### config.mk
export PLATFORM = sky130hd
export DESIGN_NAME = pwm_peripheral
export DESIGN_NICKNAME = d
export VERILOG_FILES = /design/src/rtl/pwm_pkg.sv /design/src/rtl/pwm_prescaler.sv /design/src/rtl/pwm_peripheral.sv
export SDC_FILE = /design/constraint.sdc
export NUM_CORES = 1
export LEC_CHECK = 0
export ABC_AREA = 1
export CAP_MARGIN = 5
export CORE_UTILIZATION = 35
export DETAILED_ROUTE_END_ITERATION = 6
export DONT_BUFFER_PORTS = 1
export GPL_ROUTABILITY_DRIVEN = 0
export GPL_TIMING_DRIVEN = 0
export SYNTH_ARGS = -nofsm -noshare
export SYNTH_HDL_FRONTEND = slang
export SYNTH_SLANG_ARGS = --single-unit
export TNS_END_PERCENT = 1
### constraint.sdc
create_clock -name clk -period 2.2 [get_ports clk]
set_input_delay 0.22 -clock clk [delete_from_list [all_inputs] [get_ports clk]]
set_output_delay 0.22 -clock clk [all_outputs]
set_load 0.02 [all_outputs]
### src/rtl/pwm_pkg.sv
// Shared widths, constants and helpers for the PWM output peripheral.
package pwm_pkg;

  localparam int unsigned PWM_CNT_W = 8;
  localparam logic [PWM_CNT_W-1:0] DUTY_FULL = 8'hFF;
  localparam int unsigned NUM_PINS = 16;

  typedef logic [PWM_CNT_W-1:0] pwm_cnt_t;
  typedef logic [NUM_PINS-1:0]  pin_vec_t;

  typedef enum logic [1:0] {
    PinLow,
    PinHigh,
    PinPwm
  } pin_mode_e;

  // Output enable dominates; mode select only matters for enabled pins.
  function automatic pin_mode_e pin_mode(logic en_out, logic en_pwm);
    if (!en_out) begin
      return PinLow;
    end else if (!en_pwm) begin
      return PinHigh;
    end
    return PinPwm;
  endfunction

  // Full-scale duty is special-cased so 0xFF gives a constant high with no wrap blip.
  function automatic logic pwm_level(pwm_cnt_t cnt, pwm_cnt_t duty);
    return (duty == DUTY_FULL) || (cnt < duty);
  endfunction

endpackage

### src/rtl/pwm_prescaler.sv
// Free-running clock divider: one-clk tick every PRESCALE_DIV system clocks.
module pwm_prescaler #(
  parameter int unsigned PRESCALE_DIV = 3000,
  parameter int unsigned PRESC_W      = 12
) (
  input  logic clk,
  input  logic rst,
  output logic tick
);

  localparam logic [PRESC_W-1:0] LastCount = PRESC_W'(PRESCALE_DIV - 1);

  logic [PRESC_W-1:0] presc_cnt_q, presc_cnt_d;

  always_comb begin
    tick        = (presc_cnt_q == LastCount);
    presc_cnt_d = tick ? '0 : presc_cnt_q + PRESC_W'(1);
  end

  always_ff @(posedge clk or posedge rst) begin
    if (rst) begin
      presc_cnt_q <= '0;
    end else begin
      presc_cnt_q <= presc_cnt_d;
    end
  end

endmodule

### src/rtl/pwm_peripheral.sv
// 16-pin output block: per-pin forced low/high or shared 8-bit PWM, with the
// duty cycle double-buffered so it only changes at a period boundary.
module pwm_peripheral
  import pwm_pkg::*;
#(
  parameter int unsigned PRESCALE_DIV = 3000,
  parameter int unsigned PRESC_W      = 12
) (
  input  logic                clk,
  input  logic                rst,
  input  logic [7:0]          en_reg_out_7_0,
  input  logic [7:0]          en_reg_out_15_8,
  input  logic [7:0]          en_reg_pwm_7_0,
  input  logic [7:0]          en_reg_pwm_15_8,
  input  logic [7:0]          pwm_duty_cycle,
  output logic [NUM_PINS-1:0] out,
  output logic                period_start
);

  localparam pwm_cnt_t CntMax = '1;

  pin_vec_t en_out, en_pwm;
  logic     tick, boundary, level;

  pwm_cnt_t pwm_cnt_q, pwm_cnt_d;
  pwm_cnt_t duty_shadow_q, duty_shadow_d;
  pin_vec_t out_q, out_d;
  logic     period_start_q, period_start_d;

  assign en_out = {en_reg_out_15_8, en_reg_out_7_0};
  assign en_pwm = {en_reg_pwm_15_8, en_reg_pwm_7_0};

  pwm_prescaler #(
    .PRESCALE_DIV (PRESCALE_DIV),
    .PRESC_W      (PRESC_W)
  ) u_prescaler (
    .clk  (clk),
    .rst  (rst),
    .tick (tick)
  );

  always_comb begin
    boundary       = tick && (pwm_cnt_q == CntMax);
    pwm_cnt_d      = tick ? pwm_cnt_q + PWM_CNT_W'(1) : pwm_cnt_q;
    // A write landing on the boundary clk itself is the one captured.
    duty_shadow_d  = boundary ? pwm_duty_cycle : duty_shadow_q;
    period_start_d = boundary;
    level          = pwm_level(pwm_cnt_q, duty_shadow_q);
  end

  always_comb begin
    out_d = '0;
    for (int i = 0; i < NUM_PINS; i++) begin
      unique case (pin_mode(en_out[i], en_pwm[i]))
        PinLow:  out_d[i] = 1'b0;
        PinHigh: out_d[i] = 1'b1;
        PinPwm:  out_d[i] = level;
        default: out_d[i] = 1'b0;
      endcase
    end
  end

  always_ff @(posedge clk or posedge rst) begin
    if (rst) begin
      pwm_cnt_q      <= '0;
      duty_shadow_q  <= '0;
      out_q          <= '0;
      period_start_q <= 1'b0;
    end else begin
      pwm_cnt_q      <= pwm_cnt_d;
      duty_shadow_q  <= duty_shadow_d;
      out_q          <= out_d;
      period_start_q <= period_start_d;
    end
  end

  assign out          = out_q;
  assign period_start = period_start_q;

endmodule

==> Word level (Yosys, flattened, before mapping) <==
Cells that the tools add are included.
W data, S select, Z words.
{ "totals": {"regBits": 45, "out_inout_bits": 17} }
{ "op_classes": {"n_mux": 97, "reduce_logical": 2, "add_sub_neg": 2, "magnitude_cmp": 1, "n_eq_ne": 35} }
{ "op_table": {"columns": ["operator", "n"], "rows": [
  ["$mux W2", 48],
  ["$eq A2 B1 Y1 const B", 16],
  ["$eq A2 B2 Y1 const B", 16],
  ["$mux W1", 32],
  ["$pmux W1 S2", 16],
  ["$eq A8 B8 Y1 const B", 2],
  ["$add A12 B1 Y12 const B", 1],
  ["$eq A12 B12 Y1 const B", 1],
  ["$mux W12", 1],
  ["$add A8 B1 Y8 const B", 1],
  ["$lt A8 B8 Y1", 1],
  ["$logic_and A1 B1 Y1", 1],
  ["$logic_or A1 B1 Y1", 1]
]} }

==> Depth between registers and ports, before layout <==
Gate-level depths: netlist (run 1).
{ "depth": {"depth_word": 5, "depth_mapped": 12, "depth_no_buf": 11} }

==> Cells and area by module <==
A second synthesis (run 1) with hierarchy kept.
{ "hier_totals": {"hier_cells": 297, "area_unflattened_um2": 2353.5} }
{ "modules_own_cells": {"columns": ["module", "seq_area_each_um2", "cells_each", "n_inst", "area_each_um2"], "rows": [
  ["pwm_peripheral", 825.8, 200, 1, 1642.8],
  ["pwm_prescaler", 300.3, 97, 1, 710.7]
]} }

==> Worst setup path before layout (run 1) <==
OpenSTA, ideal clock, no wires.
{ "synth_path": {"kind": "flip-flop to flip-flop", "start": "reg pwm_cnt_q[5]", "end": "reg out_q[10], in the netlist out[10]", "period_less_slack_ps": 1552, "t_required_ps": 2135, "t_arrival_ps": 1487, "setup_time_ps": 65, "path_stages_with_launch": 10, "path_slack_ps": 648, "path_cell_list": "dfrtp_1 > ha_1 > a21oi_1 > nor2_1 > nor3_1 > nand2_1 > nand2_1 > buf_4 > nand2_1 > nand2_1"} }
{ "synth_between": {"elab_chain_cells": 3} }
{ "synth_rtl": {"columns": ["item", "line", "rtl"], "rows": [
  ["from (decl)", "pwm_peripheral.sv:25", "pwm_cnt_t pwm_cnt_q, pwm_cnt_d;"],
  ["from (signal assigned)", "pwm_peripheral.sv:70", "pwm_cnt_q <= pwm_cnt_d;"],
  ["$lt A8 B8 Y1", "pwm_pkg.sv:29", "return (duty == DUTY_FULL) || (cnt < duty);"],
  ["$logic_or A1 B1 Y1", "pwm_pkg.sv:29", null],
  ["$pmux W1 S2", "pwm_peripheral.sv:54", "unique case (pin_mode(en_out[i], en_pwm[i]))"],
  ["via out_d[10]", "pwm_peripheral.sv:27", "pin_vec_t out_q, out_d;"],
  ["to (signal assigned)", "pwm_peripheral.sv:72", "out_q <= out_d;"],
  ["to (decl)", "pwm_peripheral.sv:27", null]
]} }
The timed path passes the listed nets, and every way through them passes these cells.
A chain may end at the register's enable or synchronous reset.

==> Worst setup path in the final report (run 1) <==
{ "layout_path": {"start": "reg pwm_cnt_q[5]", "end": "reg out_q[13], in the netlist out[13]"} }
The elaborated chain is that of the path after synthesis.

==> metrics list, run 1 <==
- The path class of the tightest hold or removal check is primary input to register.
* Average routed wire per standard cell: 10.7 µm
* Comb pwr share: under 10%
* Highest-count cells in the layout ignoring fill and taps: nand2_1, dfrtp_1, inv_1
* Actual transition at the worst max-transition pin: 613 ps
- Counting the fill cells in the layout gives 638.
- Post-detailed-route via-to-cell ratio: around 4.6
- Hold Violations, Final: 0
- Top cell type's share of synthesized area: 47.8%
- Of the synthesized area, sequential elements account for roughly 48%.
- Antenna violations before repair: 0
- Floorplan Core Area: 6420 µm²
- GRT Total Usage: a little over an eighth
- Rows: 29
- Syn-to-layout area delta: 9.09%
- The critical path is of the register to register type.
- At the end of the flow the core is filled with cells to 40.0%.
- TritonCTS built the clock tree.
- 59 I/O pins were placed.
- Cell internal power was estimated by the tool at 1.10 mW.
- During placement, the flow inserted port buffers numbering 0.
* Most frequent standard cell in the layout excluding fill and tap cells: nand2_1
- Data arrives at the worst endpoint at 2040 ps.
- Fraction of the cycle the final worst path needs: 81.9%
* Floorplan die height: 84.0 µm
- Timing-limited maximum frequency: between 500 and 600 MHz
- Registers take 1130 µm².
- The first detailed-routing pass took 4 iterations.
- Mapped Cells: approximately 300
- Number of nets produced by synthesis: 344
- For this run, the number of Yosys warnings is 0.
* Floorplan die area: 7060 µm²
* Antenna Violating Nets Remaining: 0
- Placed cell count: between 300 and 400
- TritonCTS Buffers: 5
- Of all nets on the critical path, the largest fanout is 10.
- Fraction of final layout cells with drive strength greater than 1: 9.90%
* Number of H-tree levels: 2
- STA puts the critical path data required time at 2440 ps.
* Primary flip-flop cell chosen by synthesis mapping: dfrtp_1
* Cell type of the slowest stage on the worst timing path: dfrtp_1
- Placed Area: between 2000 and 2500 µm²
* Yosys cell types: 30
- The flow ran to the end, and the final reports show no timing, DRC or antenna violations.
- The critical path goes through ha_1, a21oi_1, nor2_1, nor3_1, nand2_1, nand2_1, buf_4, nand2_1, nand2_1.
- Summing all multi-input logic gate instances after layout gives 1030 µm².
* Via count of the first global-routing pass: about 1600
- Cell accounting for the most synthesized area: dfrtp_1
* RSZ-0062 raised after global routing: false
- Routed wire length: 4060 µm
- The largest single stage delay on the critical path is approximately 460 ps.
- Post-synthesis instance area: 2350 µm²
* Post-synth EDFFs: 0
* Antenna diodes: 0
- Leaving out filler cells and counting taps, the final layout contains 380.
* Worst vdd ir: ~0.27 mV
- Clock transition at the registers of the reported paths: 90 ps
- Number of endpoints failing setup at the final stage: 0
* Number of synthesized register bits: 45
- The count of pins over their slew limit was 0.
- Total chip power: approximately 1.5 mW
- Net switching is roughly a quarter of the power.
- Layout net count: 353
* Final total negative setup slack: 0 ps
- Kind of start point of the critical path: register
- Averaged over all synthesized cells, the footprint is between 8 and 9 µm².
- Setup slack closes at 398 ps.
* Buffer depth of the longest clock path: 2
* First-pass GRT wire length: 7270 µm
- CTS Root Buffer Type: clkbuf_8
- Pre-CTS setup slack: approximately 370 ps
- DRC violations left: 0
* Grt total ovfl: 0
* Vias: roughly 1700
- On the final layout, the worst hold slack is 33.9 ps.
- The die is approximately 84 µm wide.
* Cell class contributing the biggest share of worst-path delay: simple AND/OR/NAND/NOR gates
- Power Dens Cells: 570 nW/µm²
* Clock Skews: 5.19 ps
- Design area: 2570 µm²
- Insertion delay of the later-clocked pin in the worst-skew pair: 290 ps
- Counting every sink on the clock net gives 45.
- For this run, asynchronously set or reset flops after synthesis account for 100%.
- Leakage power: about 1.5 nW
* Kind of capture point of the worst setup path: register
- Normalized max-slew margin: roughly three fifths
- In this run, flip-flops and latches consume between 60% and 70% of the power.
- Top post-synthesis cells by area: dfrtp_1, nand2_1, inv_1, ha_1, nand3_1
* Largest net degree at the start of global routing: ~40
- Sum of buffers and inverters on the critical path: 1
- Counting stages on the worst path, the most repeated cell is nand2_1.
- Switching Power: about 0.37 mW
* Half-perimeter wire length after detailed placement: approximately 3000 µm
- The tool flagged a number of max-cap violations equal to 0.
- Clock power share: 35.0%
- Final worst path period need: 1800 ps
- After the first detailed-routing iteration, the DRC count stood at 79.
- For this configuration, the core starts out at a cell density of 36.7%.
-- power by group through the flow --
stage                     clock (mW)  sequential [mW]  combinational (mW)
final                          0.513            0.891              0.0609
after global routing           0.569            0.894              0.0752
after CTS                      0.533            0.892              0.0637
after detailed placement           0            0.906              0.0635
after global placement             0            0.908              0.0551
after floorplan                    0            0.903              0.0481
-- synth_stat cells, types with 4 or more instances --
cell type and n:
ha_1 9, a21oi_1 7, inv_1 42, nand2_1 118, dfrtp_1 45, nor3_1 4
nand3_1 14, nor2_1 12, nand4_1 4, xor2_1 8
-- path summary, 6_finish.rpt --
| kind | start | to | slack [ps] | cells past startpoint |
|---|---|---|---|---|
| max | pwm_cnt_q[5]$_DFFE_PP0N_ | out[13]$_DFF_PP0_ | 400 | 9 |
| min | en_reg_out_7_0[5] | out[5]$_DFF_PP0_ | 30 | 2 |
| max reg2reg | pwm_cnt_q[5]$_DFFE_PP0N_ | out[13]$_DFF_PP0_ | 400 | 9 |
| min reg2reg | duty_shadow_q[6]$_DFFE_PP0P_ | duty_shadow_q[6]$_DFFE_PP0P_ | 470 | 2 |
| max in group asynchronous | rst | pwm_cnt_q[7]$_DFFE_PP0N_ | 1510 | 3 |
| min in group asynchronous | rst | u_prescaler.presc_cnt_q[4]$_DFF_PP0_ | 260 | 2 |
-- layer usage --
layer  routed length (µm)  GRT usage (%)  vias up  share of wire (%)
li1                     -              -      910                  -
met1                 1880           16.3      766                 46
met2                 1800           20.4       50                 44
met3                  328           5.34        5                8.1
met4                   46           4.23        0                1.1
met5                    0              0        -                  0
-- registers in the layout, indices dropped and copies added (netlist names) --
signal / count
period_start: 1
pwm_cnt_q: 8
u_prescaler.presc_cnt_q: 12
duty_shadow_q: 8
out: 16
-- worst reg2reg max path: cells and delay by family, from the launching register on --
family	cells	cell delay [ps]
buffers and inverters	1	220
AOI/OAI and AO/OA	1	150
and+or+nand+nor	6	600
adders and majority gates	1	340
DFF	1	460
-- kinds of logic after synthesis --
group / Yosys count / share of synthesized area, %
XOR/XNOR: 8 / 2.98
AO/OA/AOI/OAI: 10 / 2.18
buffers and inverters: 49 / 8.55
adder cells (fa/ha/maj): 9 / 4.78
AND/OR/NAND/NOR: 172 / 33.7
flip-flops: 45 / 47.8
-- cell type report --
cell class / count / share of cell area (%)
plain buffers: 3 / 1.02
clock buffers: 6 / 2.83
clock inverters: 2 / 0.585
inverters: 46 / 6.82
multi-input cells: 199 / 40.0
flip-flops and latches: 45 / 43.8
well taps: 77 / 3.75
repair buffers: 2 / 1.17
-- timing repair --
action                    in CTS  in global routing
setup buffers                  0                  0
hold endpoints to repair      45                  0
resized for setup              0                  0
hold buffers                   1                  0
No activity file was read; power rests on OpenSTA's default activity.
==> run 2, diff against run 1 <==
==> constraint.sdc (replaced) <==
create_clock -name clk -period 1.6 [get_ports clk]
set_input_delay 0.16 -clock clk [delete_from_list [all_inputs] [get_ports clk]]
set_output_delay 0.16 -clock clk [all_outputs]
set_load 0.02 [all_outputs]
==> run 2 against run 1 <==
  * Setup slack got worse by 340 ps
  * Final area rose by 17%
  * Clock skew decreased by 2.2 ps
  * Register-to-register slack worse by 340 ps
  * Via count is 10% higher
  * Largest power group unchanged
==> metrics list, run 2 (same netlist as run 1, synthesis figures left out) <==
- Outcome: finished, final reports clean (unchanged).
- Fraction of final layout cells with drive strength greater than 1: 16.6% (was 9.90%)
- The switching power is 0.523 mW (was 0.368 mW).
- The headroom to the max-slew limit came to 76.3% (was 58.8%).
- The endpoint class of the critical path is a register (unchanged).
- The maximum fanout count along the critical path was 5 (was 10).
* Timing-limited maximum frequency: 651 MHz (was 555 MHz)
* Cell class contributing the biggest share of worst-path delay: simple AND/OR/NAND/NOR gates (unchanged)
- Floorplan Core Area: 6420 µm² (unchanged)
- The portion of total power attributed to combinational logic was 6.4% (was 4.2%).
- The number of flip-flops under the largest register name was 16 (unchanged).
- Net switching share of the total power: 25.3% (was 25.1%)
- The delay of the slowest cell on the worst path was 440 ps (was 460 ps).
- The count of pins over their slew limit was 0 (unchanged).
- The sequential power share came to 59.2% (was 60.8%).
- The required time at the worst-slack endpoint came to 1840 ps (was 2440 ps).
* Buffer depth of the longest clock path: 2 (unchanged)
- Clock Skews: 3.00 ps (was 5.19 ps)
- Starting density of the core: 36.7% (unchanged)
- Fraction of the cycle the final worst path needs: 96.0% (was 81.9%)
- Worst setup path class: register to register (unchanged)
- The clock sink count was 45 (unchanged).
- The count of endpoints failing hold in the final timing report was 0 (unchanged).
* RSZ-0062 raised after global routing: true (was false)
* Antenna diodes: 0 (unchanged)
* CTS Root Buffer Type: clkbuf_8 (unchanged)
- The CTS tree is built (unchanged).
* Sum of buffers and inverters on the critical path: 1 (unchanged)
* Internal: 1.55 mW (was 1.10 mW)
- The library cell contributing the largest single delay on the critical path is dfrtp_2 (was dfrtp_1).
- The die span in y was 84.0 µm (unchanged).
* Worst min-delay path class: primary input to register (unchanged)
- The final worst slack came to 63.3 ps (was 398 ps).
* CP arrival: 1780 ps (was 2040 ps)
- Number of violations reported at the end of detailed-routing iteration 0: 92 (was 79)
- The final setup TNS is 0 ps (unchanged).
- The remaining routing DRC violations was 0 (unchanged).
- The peak ir drop on the vdd network came to 0.373 mV (was 0.271 mV).
- Power Dens Cells: 689 nW/µm² (was 570 nW/µm²)
- Kind of start point of the critical path: register (unchanged)
- The most frequent cell on the critical path was nand2_1 (unchanged).
- First-pass GRT wire length: 8020 µm (was 7270 µm)
- The clock transition at the register clock pins on the worst setup and hold paths after CTS came to 80 ps (was 90 ps).
- Insertion delay of the later-clocked pin in the worst-skew pair: 300 ps (was 290 ps)
- The die footprint was 7060 µm² (unchanged).
* Grt total ovfl: 0 (unchanged)
* Most frequent standard cell in the layout excluding fill and tap cells: nand2_1 (unchanged)
- Layout net count: 387 (was 353)
- Pre-CTS setup slack: -227 ps (was 373 ps)
* Input/output buffers: 0 (unchanged)
- The via count of the first global-routing pass came to 1907 (was 1636).
- The horizontal die dimension came to 84.0 µm (unchanged).
- The total placed cells including tap cells came to 371 (unchanged).
* Syn-to-layout area delta: 27.5% (was 9.09%)
* Actual transition at the worst max-transition pin: 354 ps (was 613 ps)
- The number of vias after detailed routing came to 1907 (was 1731).
* GRT Total Usage: 14.2% (was 13.0%)
* Antenna Violating Nets Remaining: 0 (unchanged)
- The number of antenna violations at the first check in global routing was 0 (unchanged).
- Highest-count cells in the layout ignoring fill and taps: nand2_1, dfrtp_1, inv_1 (unchanged)
- Largest net degree at the start of global routing: 41 (unchanged)
- The post-detailed-route wirelength per cell came to 11.4 µm (was 10.7 µm).
- The count of maximum capacitance violations came to 0 (unchanged).
* 1st-pass router iterations: 4 (unchanged)
- Half-perimeter wire length after detailed placement: 3030 µm (unchanged)
- TritonCTS Buffers: 5 (unchanged)
* I/O pin cnt: 59 (unchanged)
* Number of H-tree levels: 2 (unchanged)
* Final worst path period need: 1540 ps (was 1800 ps)
- The wire length reported by the detailed router is 4710 µm (was 4060 µm).
* Number of cells in the finished layout apart from fillers: 414 (was 380)
- The setup violation total in the final timing report was 0 (unchanged).
- The share of total power in the clock network is 34.4% (was 35.0%).
- The average vias per placed instance was 4.61 (was 4.56).
* Rows: 29 (unchanged)
* Cell-by-cell trace of the critical path: ha_4, a21oi_2, nor2_1, nor3_2, nand2_2, nand2_4, clkbuf_16, nand2_1, nand2_1 (was ha_1, a21oi_1, nor2_1, nor3_1, nand2_1, nand2_1, buf_4, nand2_1, nand2_1)
- The static leakage came to 1.70 nW (was 1.54 nW).
-- run 2: cell types whose count changed in the layout (fill, tap and decap cells not counted), moves of 4 or more --
cell,delta
ha_4,+5
dfrtp_2,+4
dlygate4sd3_1,+24
dfrtp_1,-4
buf_4,+7
ha_1,-6
-- run 2: area by class of cell --
cell class              instances  area (µm²)
flip-flops and latches         45        1130
clock inverters                 2        15.0
repair buffers                 36         367
fillers                       595        3420
well taps                      77        96.3
multi-input cells             199        1110
clock buffers                   6        72.6
inverters                      46         175
plain buffers                   3        33.8
-- run 2: path summary, 6_finish.rpt --
check | end | cells past startpoint | startpoint | slack [ps]
setup / recovery | out[7]$_DFF_PP0_ | 9 | pwm_cnt_q[5]$_DFFE_PP0N_ | 60
hold / removal | out[7]$_DFF_PP0_ | 3 | en_reg_pwm_7_0[7] | 30
setup reg to reg | out[7]$_DFF_PP0_ | 9 | pwm_cnt_q[5]$_DFFE_PP0N_ | 60
hold reg to reg | duty_shadow_q[6]$_DFFE_PP0P_ | 2 | duty_shadow_q[6]$_DFFE_PP0P_ | 480
max in group asynchronous | pwm_cnt_q[5]$_DFFE_PP0N_ | 3 | rst | 960
min in group asynchronous | u_prescaler.presc_cnt_q[4]$_DFF_PP0_ | 2 | rst | 190
-- run 2: worst min-delay path, delay by kind of cell --
family,cells,cell delay [ps]
AND/OR/NAND/NOR,3,130
-- run 2: power by group through the flow --
stage	logic [mW]	clock network (mW)	registers, mW
CTS	0.134	0.733	1.23
global route	0.155	0.786	1.23
finish	0.133	0.712	1.22
global placement	0.0758	0	1.25
floorplan	0.0662	0	1.24
detailed placement	0.0873	0	1.25
-- run 2: layer usage --
| metal | global-route usage [%] | vias up | share of wire, % | wire length (µm) |
|---|---|---|---|---|
| li1 | - | 980 | - | - |
| met4 | 4.23 | 0 | 0.49 | 23 |
| met1 | 16.3 | 863 | 44 | 2050 |
| met5 | 0 | - | 0 | 0 |
| met2 | 24.8 | 62 | 49 | 2310 |
| met3 | 4.85 | 2 | 6.9 | 327 |
-- run 2: timing repair --
item                                   4_1_cts  5_1_grt
setup buffers                                5        4
hold buffers                                25        0
resized for setup                            4       17
cloned                                       0        1
endpoints found under the hold margin       69        0
setup endpoints to repair                   24       19
pin swaps                                    3        8
-- run 2: per-stage QoR --
stage / total power [mW] / hold slack [ps] / instance area [µm²] / utilization, %
5_1_grt: 2.17 / 18.3 / 3000 / 46.7
2_1_floorplan: 1.31 / 277 / 2350 / -
3_3_place_gp: 1.32 / 279 / 2450 / 38.2
6_report: 2.07 / 26.7 / 3000 / 46.7
4_1_cts: 2.09 / 19.3 / 2860 / 44.5
3_5_place_dp: 1.33 / -52.6 / 2470 / 38.5
==> run 3, diff against run 2 <==
--- a/config.mk
+++ b/config.mk
@@ -12,6 +12,7 @@
 export DONT_BUFFER_PORTS = 1
 export GPL_ROUTABILITY_DRIVEN = 0
 export GPL_TIMING_DRIVEN = 0
+export SLEW_MARGIN = 0
 export SYNTH_ARGS = -nofsm -noshare
 export SYNTH_HDL_FRONTEND = slang
 export SYNTH_SLANG_ARGS = --single-unit
==> results of run 3 <==
No change in the layout: final DEF, timing and power equal those of run 2.
